==> src/rtl/conway_board_serializer_if.sv <==
// Row-stream handshake between the board serializer and its sink.
interface conway_board_serializer_if #(
    parameter int ROWS = 8,
    parameter int COLS = 8
);
    localparam int RW = $clog2(ROWS);

    logic [COLS-1:0] out_data;
    logic [RW-1:0]   out_row;
    logic            out_last;
    logic            out_valid;
    logic            out_ready;

    modport master (
        output out_data,
        output out_row,
        output out_last,
        output out_valid,
        input  out_ready
    );

    modport slave (
        input  out_data,
        input  out_row,
        input  out_last,
        input  out_valid,
        output out_ready
    );
endinterface

==> src/rtl/conway_board_serializer.sv <==
// Snapshots the conway board on capture and streams it out one row per beat,
// reporting the frame's live-cell population when the last row is accepted.
module conway_board_serializer #(
    parameter int ROWS = 8,
    parameter int COLS = 8
) (
    input  logic                               clk,
    input  logic                               rst,
    input  logic [ROWS*COLS-1:0]               board_q,
    input  logic                               capture,
    input  logic                               clr_overrun,
    conway_board_serializer_if.master          out_if,
    output logic                               busy,
    output logic [$clog2(ROWS*COLS+1)-1:0]     live_count,
    output logic                               count_valid,
    output logic                               overrun
);
    localparam int RW = $clog2(ROWS);
    localparam int CW = $clog2(ROWS*COLS+1);

    typedef enum logic {IDLE, SEND} state_t;

    state_t          state_q, state_d;
    logic [RW-1:0]   row_q, row_d;
    logic [COLS-1:0] data_q, data_d;
    logic            last_q, last_d;
    logic            valid_q, valid_d;
    logic            busy_q, busy_d;
    logic [CW-1:0]   acc_q, acc_d;
    logic [CW-1:0]   live_q, live_d;
    logic            cv_q, cv_d;
    logic            ovr_q, ovr_d;
    logic            snap_we;
    logic [COLS-1:0] snap_q [ROWS];

    function automatic logic [CW-1:0] popcnt(input logic [COLS-1:0] v);
        logic [CW-1:0] n;
        n = '0;
        for (int i = 0; i < COLS; i++) n = n + CW'(v[i]);
        return n;
    endfunction

    always_comb begin
        state_d = state_q;
        row_d   = row_q;
        data_d  = data_q;
        last_d  = last_q;
        valid_d = valid_q;
        busy_d  = busy_q;
        acc_d   = acc_q;
        live_d  = live_q;
        cv_d    = 1'b0;
        ovr_d   = ovr_q;
        snap_we = 1'b0;
        unique case (state_q)
            IDLE: begin
                if (capture) begin
                    snap_we = 1'b1;
                    state_d = SEND;
                    row_d   = '0;
                    acc_d   = '0;
                    data_d  = board_q[COLS-1:0];
                    last_d  = 1'b0;
                    valid_d = 1'b1;
                    busy_d  = 1'b1;
                end
            end
            SEND: begin
                if (out_if.out_ready) begin
                    acc_d = acc_q + popcnt(data_q);
                    if (last_q) begin
                        state_d = IDLE;
                        valid_d = 1'b0;
                        busy_d  = 1'b0;
                        last_d  = 1'b0;
                        live_d  = acc_q + popcnt(data_q);
                        cv_d    = 1'b1;
                    end else begin
                        row_d  = row_q + 1'b1;
                        data_d = snap_q[row_d];
                        last_d = (row_d == RW'(ROWS-1));
                    end
                end
            end
            default: state_d = IDLE;
        endcase
        // A capture that cannot be honoured takes priority over the clear.
        if (clr_overrun) ovr_d = 1'b0;
        if (capture && state_q == SEND) ovr_d = 1'b1;
    end

    always_ff @(posedge clk) begin
        if (!rst) begin
            state_q <= IDLE;
            row_q   <= '0;
            data_q  <= '0;
            last_q  <= 1'b0;
            valid_q <= 1'b0;
            busy_q  <= 1'b0;
            acc_q   <= '0;
            live_q  <= '0;
            cv_q    <= 1'b0;
            ovr_q   <= 1'b0;
        end else begin
            state_q <= state_d;
            row_q   <= row_d;
            data_q  <= data_d;
            last_q  <= last_d;
            valid_q <= valid_d;
            busy_q  <= busy_d;
            acc_q   <= acc_d;
            live_q  <= live_d;
            cv_q    <= cv_d;
            ovr_q   <= ovr_d;
        end
    end

    always_ff @(posedge clk) begin
        if (snap_we) begin
            for (int r = 0; r < ROWS; r++) snap_q[r] <= board_q[r*COLS +: COLS];
        end
    end

    assign out_if.out_data  = data_q;
    assign out_if.out_row   = row_q;
    assign out_if.out_last  = last_q;
    assign out_if.out_valid = valid_q;
    assign busy             = busy_q;
    assign live_count       = live_q;
    assign count_valid      = cv_q;
    assign overrun          = ovr_q;
endmodule
==> src/flat_wrapper.sv <==
// flat-port wrapper written by rule: the top's interface ports become plain ports
module conway_board_serializer_flat 
#(
    parameter int ROWS = 8,
    parameter int COLS = 8
)
  (clk, rst, board_q, capture, clr_overrun, busy, live_count, count_valid, overrun, out_if_out_data, out_if_out_row, out_if_out_last, out_if_out_valid, out_if_out_ready);
  conway_board_serializer_if #(.ROWS(ROWS), .COLS(COLS)) out_if_i ();
  input  logic clk;
  input  logic rst;
  input  logic [ROWS*COLS-1:0] board_q;
  input  logic capture;
  input  logic clr_overrun;
  output logic busy;
  output logic [$clog2(ROWS*COLS+1)-1:0] live_count;
  output logic count_valid;
  output logic overrun;
  output wire logic [$bits(out_if_i.out_data)-1:0] out_if_out_data;
  output wire logic [$bits(out_if_i.out_row)-1:0] out_if_out_row;
  output wire logic [$bits(out_if_i.out_last)-1:0] out_if_out_last;
  output wire logic [$bits(out_if_i.out_valid)-1:0] out_if_out_valid;
  input wire logic [$bits(out_if_i.out_ready)-1:0] out_if_out_ready;
  assign out_if_out_data = out_if_i.out_data;
  assign out_if_out_row = out_if_i.out_row;
  assign out_if_out_last = out_if_i.out_last;
  assign out_if_out_valid = out_if_i.out_valid;
  assign out_if_i.out_ready = out_if_out_ready;
  conway_board_serializer #(.ROWS(ROWS), .COLS(COLS)) u_core (.clk(clk), .rst(rst), .board_q(board_q), .capture(capture), .clr_overrun(clr_overrun), .out_if(out_if_i), .busy(busy), .live_count(live_count), .count_valid(count_valid), .overrun(overrun));
endmodule
==> config.mk <==
export PLATFORM = sky130hd
export DESIGN_NAME = conway_board_serializer_flat
export DESIGN_NICKNAME = d
export VERILOG_FILES = /design/src/rtl/conway_board_serializer_if.sv /design/src/rtl/conway_board_serializer.sv /design/src/flat_wrapper.sv
export SDC_FILE = /design/constraint.sdc
export NUM_CORES = 1
export LEC_CHECK = 0
export CAP_MARGIN = 20
export CORE_UTILIZATION = 47
export DETAILED_ROUTE_END_ITERATION = 7
export GPL_TIMING_DRIVEN = 1
export PLACE_DENSITY = 0.76
export SLEW_MARGIN = 10
export SYNTH_ARGS = -nofsm -noshare
export SYNTH_HDL_FRONTEND = slang
export SYNTH_SLANG_ARGS = --single-unit
export TNS_END_PERCENT = 10
==> constraint.sdc <==
create_clock -name clk -period 5.09 [get_ports clk]
set_input_delay 1.018 -clock clk [delete_from_list [all_inputs] [get_ports clk]]
set_output_delay 1.018 -clock clk [all_outputs]
set_load 0.1 [all_outputs]
==> results.toml, run 1 <==
[run_status]
status = "completed"

[final_layout]
final_util = 0.6327
final_cell_mix = "clkdlybuf4s50_1, edfxtp_1, dfxtp_1"
final_common_cell = "clkdlybuf4s50_1"
multi_input_area_sq_um = 1381
drive_gt1_frac = 0.08602
syn2layout_area_growth_pct = 29.29
finish.net_count = 454
antennaDiodeCount = 0
fill_cells = 619
seq_area_sq_um = 2522

[synth]
async_flop_share = 0
synth_seq_area_share = 0.6241
ys_seq_elements = 94
syn_area_per_cell_sq_um = 14.80
yosysWarnings = 0
synth_cell_types = 45
synth_area_sq_um = 4041
yosys_most_used_dff = "edfxtp_1"
syn_inst = 273
synth_edf_count = 64
synth_nets = 360

[clocking]
root_buffer = "clkbuf_8"
cts_buffers = 9
cts_tree = "built"
numClockSinks = 94
ctsResizeCount = 0
postCtsHoldBufs = 0
htreeDepth = 3
clockBufferDepth = 2
worstSkewPairLatency_ns = 0.36
clk_pin_slew_worst_paths_ns = 0.10
post_cts.repair.setup_buffers = 0

[sta]
hold_viol = 0
rsz0062_at_grt = "false"
fin_skew_ns = 0.01683
report.final.slew_viol_count = 0
fin_crit_ns = 3.746
fin_setup_tns_ns = 0
finalSetupViolations = 0
period_share = 0.7360
slew-limit-headroom = 0.3202
max_clock_freq_ghz = 0.2669
tightest_slew_ns = 1.017

[grt]
antenna_found_initial = 0
grt_pass1_vias = 2509
grt.overflow.total = 0
grt_pass1_wl_um = 11960
grt_util_all_layers = 0.1802
grt_max_degree = 38

[setup_path]
rrSetupSlack_ns = 1.34
crit_fanout = 5
rr_startpoint = "u_core.out_if.out_data[1]$_SDFFE_PN0P_"
r2r_cells = 12
worstPathRequired_ns = 5.36
critPathLaunchType = "flip-flop"
worstPathArrival_ns = 4.02
cp-end-kind = "flip-flop"
path_class = "reg -> reg"
cp-startpoint = "u_core.out_if.out_data[1]$_SDFFE_PN0P_"
r2r_end = "u_core.live_count[6]$_SDFFE_PN0P_"

[route]
postRouteWirelength_um = 7561
wire_per_inst_um = 15.85
post_drt_via_cell_ratio = 5.386
dr.pass1.iters = 4
vias = 2569
postRouteAntennaNets = 0
drtIter0Drc = 128
drc = 0

[floorplan]
io-pin-count = 92
rows = 33
dieArea_sq_um = 8974
dieHeight_um = 94.73
start_util = 0.4894
dieWidth_um = 94.73
core_sq_um = 8258

[placement]
place_congestion = 0.8706
place_hpwl_um = 5505
io_buffers = 91

[hold_path]
worst_hold_startpoint = "u_core.live_count[0]$_SDFFE_PN0P_"
whs_path_depth = 2
holdPathEnd = "u_core.live_count[0]$_SDFFE_PN0P_"
min_path_type = "reg -> reg"

[pwr]
pwr_density_cell_nw_per_um2 = 309.7
ir_drop_uv = 160.9
leakage_nw = 1.966

[job]
drv_cap = 0
[worst max-delay path by stage]
stage | to | slack, ns | depth (start not counted)
final | u_core.live_count[6]$_SDFFE_PN0P_ | 1.34 | 12
after global routing | u_core.live_count[6]$_SDFFE_PN0P_ | 1.20 | 12
after CTS | u_core.live_count[6]$_SDFFE_PN0P_ | 1.32 | 12
after detailed placement | u_core.live_count[6]$_SDFFE_PN0P_ | 1.36 | 12
after global placement | u_core.live_count[6]$_SDFFE_PN0P_ | 1.43 | 12
after floorplan | u_core.live_count[6]$_SDFFE_PN0P_ | 0.82 | 12
[state kept, by name, indices dropped and copies added, names as in the netlist]
signal                   flops
u_core.out_if.out_data       8
u_core.out_if.out_row        3
u_core.snap_q               64
u_core.out_if.out_last       1
u_core.overrun               1
u_core.state_q               1
u_core.live_count            7
u_core.out_if.out_valid      1
u_core.acc_q                 7
u_core.count_valid           1
[layout make-up]
class                      instances  share of cell area
clock buffer                       9             0.02371
inverter                          16             0.01149
multi-input combinational        152              0.2644
timing repair buffer              94              0.1786
clock inverter                     7             0.01389
tap                              105             0.02514
sequential                        94              0.4828
[critical path, stage by stage (launching register included)]
cell and delay [ns]:
dfxtp_1 0.34, ha_1 0.27, inv_1 0.04, fa_1 0.49
fa_1 0.43, fa_1 0.50, inv_1 0.04, ha_1 0.19
fa_1 0.43, a211oi_1 0.33, nor2_1 0.16, o2111a_1 0.25
a211oi_1 0.19
[cells in the mapped netlist, types with 2 or more instances]
master / n / share of area
nor3_1: 2 / 0.0025
a31oi_1: 4 / 0.0062
a211oi_1: 4 / 0.0074
and2_1: 2 / 0.0031
mux4_2: 7 / 0.039
a21o_1: 2 / 0.0037
fa_1: 4 / 0.020
clkbuf_1: 2 / 0.0019
a21oi_1: 8 / 0.0099
inv_1: 15 / 0.014
dfxtp_1: 30 / 0.15
o32ai_1: 3 / 0.0065
buf_4: 2 / 0.0037
buf_2: 3 / 0.0037
mux4_1: 9 / 0.059
nand2b_1: 3 / 0.0046
nand2_1: 19 / 0.018
nor2b_1: 4 / 0.0062
nand3_1: 6 / 0.0074
o21ai_0: 6 / 0.0074
and3_1: 4 / 0.0062
nor2_1: 15 / 0.014
o31ai_1: 2 / 0.0037
a22oi_1: 19 / 0.035
xor2_1: 2 / 0.0043
ha_1: 14 / 0.043
edfxtp_1: 64 / 0.48
[kinds of logic after synthesis]
kind of cell | synth area share
flip-flops | 0.6241
AND/OR/NAND/NOR | 0.08205
AO/OA/AOI/OAI | 0.09474
buffers and inverters | 0.03405
adder cells (fa/ha/maj) | 0.06316
multiplexers | 0.09752
XOR/XNOR | 0.004335
[per-stage QoR]
step	instance area [sq um]	instances	power, W	hold slack, ns	worst slack, ns
after floorplan	4041	273	0.001053	0.4645	0.8167
after global placement	5029	461	0.001151	0.4435	1.426
after detailed placement	5029	461	0.001160	0.4521	1.361
after CTS	5225	477	0.001637	0.4642	1.317
after global routing	5225	477	0.001685	0.4931	1.204
final	5225	477	0.001618	0.4594	1.344
[metal layers]
metal / up-vias / track usage / share of wire
li1: 1254 / - / -
met1: 1232 / 0.2303 / 0.43
met2: 72 / 0.2914 / 0.50
met3: 11 / 0.04187 / 0.054
met4: 0 / 0.08333 / 0.016
met5: - / 0 / 0
[where the power goes]
part	leakage [nW]	internal, W	switching (W)	total [W]
clock	0.0970	0.000193	0.000287	0.000480
sequential	0.854	0.000859	0.0000140	0.000873
combinational	1.02	0.000115	0.000151	0.000266
total	1.97	0.00117	0.000452	0.00162
(Power assumes the default switching activity.)
==> inputs of run 2 (changes only) <==
- CORE_UTILIZATION: 47 -> 45
- clock period: 5.09 -> 3.4 ns (I/O delays scaled with it)
==> results.toml, run 2 (synthesis results as in run 1) <==
[run_status]
status = "finished with violations"
violations = "setup timing"

[sta]
fin_skew_ns = 0.009051
max_clock_freq_ghz = 0.2857
hold_viol = 0
rsz0062_at_grt = "true"
fin_crit_ns = 3.500
period_share = 1.030
tightest_slew_ns = 0.9553
slew-limit-headroom = 0.3611
report.final.slew_viol_count = 0
fin_ws_ns = -0.1003
fin_setup_tns_ns = -0.2382
finalSetupViolations = 4

[final_layout]
largest_register_ffs = 64
antennaDiodeCount = 0
fill_cells = 645
finish.net_count = 461
seq_area_sq_um = 2534
largest-register = "u_core.snap_q"
syn2layout_area_growth_pct = 31.39
final_cell_mix = "clkdlybuf4s50_1, edfxtp_1, buf_4"
multi_input_area_sq_um = 1441
drive_gt1_frac = 0.1900
final_util = 0.6089
final_common_cell = "clkdlybuf4s50_1"
final_cells = 487

[placement]
place_hpwl_um = 5824
place_congestion = 0.8486
dp.cells = 470
io_buffers = 91
dp_slack_ns = -0.1016

[grt]
busiest_layer = "met2"
grt.overflow.total = 0
gr-usage-met3 = 0.05925
grt_util_all_layers = 0.1787
antenna_found_initial = 0
grt_pass1_vias = 2694
grt_max_degree = 48
use_met2 = 0.2990
met1_usage = 0.2211
grt_pass1_wl_um = 12960

[pwr]
ir_drop_uv = 262.2
pwr_density_cell_nw_per_um2 = 463.9
total_power_w = 0.002463
leakage_nw = 2.043

[clocking]
worstSkewPairLatency_ns = 0.35
htreeDepth = 3
root_buffer = "clkbuf_8"
numClockSinks = 94
clk_pin_slew_worst_paths_ns = 0.09
clockBufferDepth = 2
cts_buffers = 9
cts_tree = "built"

[floorplan]
dieArea_sq_um = 9363
io-pin-count = 92
dieWidth_um = 96.77
rows = 34
start_util = 0.4634
core_sq_um = 8721
dieHeight_um = 96.77

[route]
vias = 2623
post_drt_via_cell_ratio = 5.386
wire_per_inst_um = 16.46
dr.pass1.iters = 4
postRouteWirelength_um = 8017
postRouteAntennaNets = 0
drtIter0Drc = 135
drc = 0

[setup_path]
path_class = "reg -> reg"
crit_fanout = 4
path_cells = "ha_4 -> inv_2 -> fa_1 -> fa_1 -> fa_1 -> inv_2 -> ha_4 -> fa_2 -> a211oi_4 -> nor2_2 -> o2111a_1 -> a211oi_2"
cp-end-kind = "flip-flop"
crit_slowest_cell = "fa_1"
worstPathBufferInverterCount = 2
critPathLaunchType = "flip-flop"
path_common_cell = "fa_1"
slowest_delay_ns = 0.51
cpLargestDelayFamily = "adder cells"
worstPathArrival_ns = 3.78
worstPathRequired_ns = 3.68

[hold_path]
min_path_type = "reg -> reg"

[job]
drv_cap = 0
==> run 2: power by group <==
part	leakage, nW	switching, W	internal, W
sequential	0.856	0.0000229	0.00128
combinational	1.09	0.000235	0.000188
clock	0.0924	0.000391	0.000341
==> run 2: worst paths after layout <==
path	depth (start not counted)	slack, ns	endpoint	from
min reg2reg	2	0.46	u_core.live_count[0]$_SDFFE_PN0P_	u_core.live_count[0]$_SDFFE_PN0P_
max	12	-0.10	u_core.live_count[6]$_SDFFE_PN0P_	u_core.out_if.out_data[0]$_SDFFE_PN0P_
max reg2reg	12	-0.10	u_core.live_count[6]$_SDFFE_PN0P_	u_core.out_if.out_data[0]$_SDFFE_PN0P_
min	2	0.46	u_core.live_count[0]$_SDFFE_PN0P_	u_core.live_count[0]$_SDFFE_PN0P_
==> run 2: worst register-to-register path, stage by stage, from the launching register on <==
cell	delay, ns
dfxtp_4	0.36
ha_4	0.26
inv_2	0.03
fa_1	0.49
fa_1	0.43
fa_1	0.51
inv_2	0.05
ha_4	0.15
fa_2	0.37
a211oi_4	0.28
nor2_2	0.08
o2111a_1	0.25
a211oi_2	0.18
==> run 2: per-stage QoR <==
step / cell area, sq um / hold slack, ns
6_report: 5310 / 0.4558
4_1_cts: 5278 / 0.4622
3_5_place_dp: 5071 / 0.4504
3_3_place_gp: 5071 / 0.4453
2_1_floorplan: 4078 / 0.4645
5_1_grt: 5310 / 0.4784
==> run 2: timing repair <==
item                       CTS  global route
resized for setup            3             4
pin swaps                    1             3
buffers inserted             0             1
hold buffers                 0             0
gates cloned                 0             0
setup endpoints to repair    4             6
==> run 2: layer usage <==
| metal | part of all wire | vias up |
|---|---|---|
| met5 | 0 | - |
| met4 | 0.0064 | 0 |
| met3 | 0.057 | 4 |
| met2 | 0.51 | 80 |
| met1 | 0.42 | 1282 |
| li1 | - | 1257 |
==> run 2: layout make-up <==
| type | count | share of cell area |
|---|---|---|
| Timing Repair Buffer | 101 | 0.1777 |
| Sequential cell | 94 | 0.4771 |
| Tap cell | 108 | 0.02545 |
| Clock inverter | 7 | 0.01367 |
| Multi-Input combinational cell | 152 | 0.2714 |
| Clock buffer | 9 | 0.02333 |
| Inverter | 16 | 0.01131 |
==> inputs of run 3 (changes only) <==
- ABC_AREA: unset -> 1
- CORE_UTILIZATION: 45 -> 46
- PLACE_DENSITY: 0.76 -> 0.77
- clock period: 3.4 -> 3 ns (I/O delays scaled with it)
==> results.toml, run 3 <==
[synth]
syn_inst = 416
async_flop_share = 0
synth_top_area_share = 0.4621
synthTopCellsByCount = "nand2_1, edfxtp_1, nor2_1"
ys_seq_elements = 94
yosys_most_used_dff = "edfxtp_1"
synth_cell_types = 27
synth_edf_count = 64
synth_seq_area_share = 0.6065
yosysWarnings = 0
synth.most_common_cell = "nand2_1"
synthTopCellsByArea = "edfxtp_1, dfxtp_1, nand2_1"
yosysTopAreaCell = "edfxtp_1"
synth_area_sq_um = 4159
synth_nets = 503
syn_area_per_cell_sq_um = 9.998

[final_layout]
final_util = 0.6171
fill_cells = 745
largest_register_ffs = 64
finish.net_count = 598
final_cell_mix = "nand2_1, clkdlybuf4s50_1, edfxtp_1"
largest-register = "u_core.snap_q"
final_common_cell = "nand2_1"
syn2layout_area_growth_pct = 29.39
antennaDiodeCount = 0
drive_gt1_frac = 0.1592

[setup_path]
r2r_end = "u_core.acc_q[4]$_SDFFE_PN0P_"
rrSetupSlack_ns = -0.28
crit_fanout = 3
slowest_delay_ns = 0.49
worstPathArrival_ns = 3.51
crit_end = "u_core.acc_q[4]$_SDFFE_PN0P_"
critPathLaunchType = "flip-flop"
cp-end-kind = "flip-flop"
path_class = "reg -> reg"
r2r_cells = 13
path_cells = "ha_4 -> inv_2 -> fa_1 -> fa_1 -> fa_1 -> inv_1 -> ha_2 -> fa_2 -> nand3_1 -> nand3_1 -> or2_1 -> nand3_1 -> a21oi_1"
crit_slowest_cell = "fa_1"
cp-startpoint = "u_core.out_if.out_data[0]$_SDFFE_PN0P_"
rr_startpoint = "u_core.out_if.out_data[0]$_SDFFE_PN0P_"
worstPathRequired_ns = 3.23

[placement]
io_buffers = 91
place_hpwl_um = 6339
place_congestion = 0.8121

[pwr]
switchingPower_w = 0.0008452
pwr_density_cell_nw_per_um2 = 543.3
clockPowerShare = 0.288
combPwrFrac = 0.202
leakage_nw = 2.228
total_power_w = 0.002924
ir_drop_uv = 288.2
p_seq_frac = 0.509
power.share.switching = 0.2891
internal_power_w = 0.002079

[grt]
grt_pass1_vias = 3145
antenna_found_initial = 0
grt_pass1_wl_um = 14900
grt_util_all_layers = 0.1983
grt_max_degree = 65
grt.overflow.total = 0

[hold_path]
min_path_type = "reg -> reg"

[route]
wl_met3_um = 496
postRouteWirelength_um = 8832
postRouteAntennaNets = 0
drc = 0
top_layer = "met4"
dr.pass1.iters = 4
dr_wl_met2_um = 4371
met1Wirelength_um = 3888
post_drt_via_cell_ratio = 5.016
wire_per_inst_um = 14.18
vias = 3125
drtIter0Drc = 152

[clocking]
clk_pin_slew_worst_paths_ns = 0.09
post_cts.repair.setup_buffers = 0
root_buffer = "clkbuf_8"
clockBufferDepth = 2
postCtsHoldBufs = 0
worstSkewPairLatency_ns = 0.36
cts_buffers = 9
cts_tree = "built"
htreeDepth = 3
numClockSinks = 94

[sta]
report.final.slew_viol_count = 0
max_clock_freq_ghz = 0.3048
fin_crit_ns = 3.281
period_share = 1.094
hold_viol = 0
slew-limit-headroom = 0.5837
tightest_slew_ns = 0.6245
fin_ws_ns = -0.2810
fin_setup_tns_ns = -1.298
fin_skew_ns = 0.01220
rsz0062_at_grt = "true"
finalSetupViolations = 9

[floorplan]
io-pin-count = 92
dieWidth_um = 97.09
core_sq_um = 8721
rows = 34
dieArea_sq_um = 9426
start_util = 0.4769
dieHeight_um = 97.09

[run_status]
violations = "setup timing"
status = "finished with violations"

[job]
drv_cap = 0
==> run 3: cell types whose count changed in the layout (fill, tap and decap cells not counted), sizes merged, moves of 16 or more <==
cell and delta:
mux4 -16, nor2 +30, a22oi -19, inv +41, o21ai +44, a21oi +22
nand3 +20, nand2 +53
==> run 3: through the flow <==
step / instances / cell area (sq um) / worst slack (ns) / hold slack, ns
4_1_cts: 623 / 5381 / -0.3191 / 0.4645
2_1_floorplan: 416 / 4195 / -0.3908 / 0.4392
3_5_place_dp: 608 / 5187 / -0.3081 / 0.4519
5_1_grt: 623 / 5381 / -0.4535 / 0.4799
3_3_place_gp: 608 / 5187 / -0.2469 / 0.4414
6_report: 623 / 5381 / -0.2810 / 0.4645
==> run 3: kinds of logic after synthesis <==
kind of cell	synth area share
AOI/OAI and AO/OA	0.1089
xor gates and xnor gates	0.004213
adders and majority gates	0.06137
buffers and inverters	0.06799
DFF	0.6065
and+or+nand+nor	0.1510
==> run 3: critical path, delay by kind of cell, from the launching register on <==
family / cells / cell delay, ns
simple gates: 4 / 0.47
flops: 1 / 0.36
buf+inv: 2 / 0.07
fa+ha+maj: 6 / 2.20
compound gates: 1 / 0.06
==> run 3: area by class of cell <==
type,count,area (sq um),area share
timing repair buffer,98,930.9,0.1730
tap,108,135.1,0.02511
multi-input combinational,253,1379,0.2562
clock buffer,9,123.9,0.02302
inverter,55,209.0,0.03883
clock inverter,6,70.07,0.01302
sequential,94,2534,0.4708
==> run 3: power groups by stage <==
| stage | clock network, W | registers [W] | logic [W] |
|---|---|---|---|
| after floorplan | 0 | 0.00161 | 0.000281 |
| after global placement | 0 | 0.00152 | 0.000584 |
| after global routing | 0.000916 | 0.00150 | 0.000658 |
| after CTS | 0.000854 | 0.00149 | 0.000598 |
| final | 0.000843 | 0.00149 | 0.000591 |
| after detailed placement | 0 | 0.00152 | 0.000592 |
==> run 3: worst min-delay path by stage <==
stage,from,endpoint,slack (ns),cells after the start
global placement,u_core.live_count[5]$_SDFFE_PN0P_,u_core.live_count[5]$_SDFFE_PN0P_,0.44,2
finish,u_core.live_count[4]$_SDFFE_PN0P_,u_core.live_count[4]$_SDFFE_PN0P_,0.46,2
detailed placement,u_core.live_count[4]$_SDFFE_PN0P_,u_core.live_count[4]$_SDFFE_PN0P_,0.45,2
floorplan,u_core.acc_q[0]$_SDFFE_PN0P_,u_core.acc_q[0]$_SDFFE_PN0P_,0.44,2
global route,u_core.acc_q[0]$_SDFFE_PN0P_,u_core.acc_q[0]$_SDFFE_PN0P_,0.48,2
CTS,u_core.live_count[4]$_SDFFE_PN0P_,u_core.live_count[4]$_SDFFE_PN0P_,0.46,2
==> run 3: per-layer routing <==
layer | global-route usage | vias to the layer above
li1 | - | 1576
met1 | 0.2512 | 1451
met2 | 0.3407 | 89
met3 | 0.04748 | 9
met4 | 0.05166 | 0
met5 | 0 | -
==> run 3: timing repair <==
| action | in CTS | in global routing |
|---|---|---|
| gates resized for setup | 1 | 0 |
| pin swaps | 7 | 1 |
| endpoints found under the setup margin | 10 | 12 |
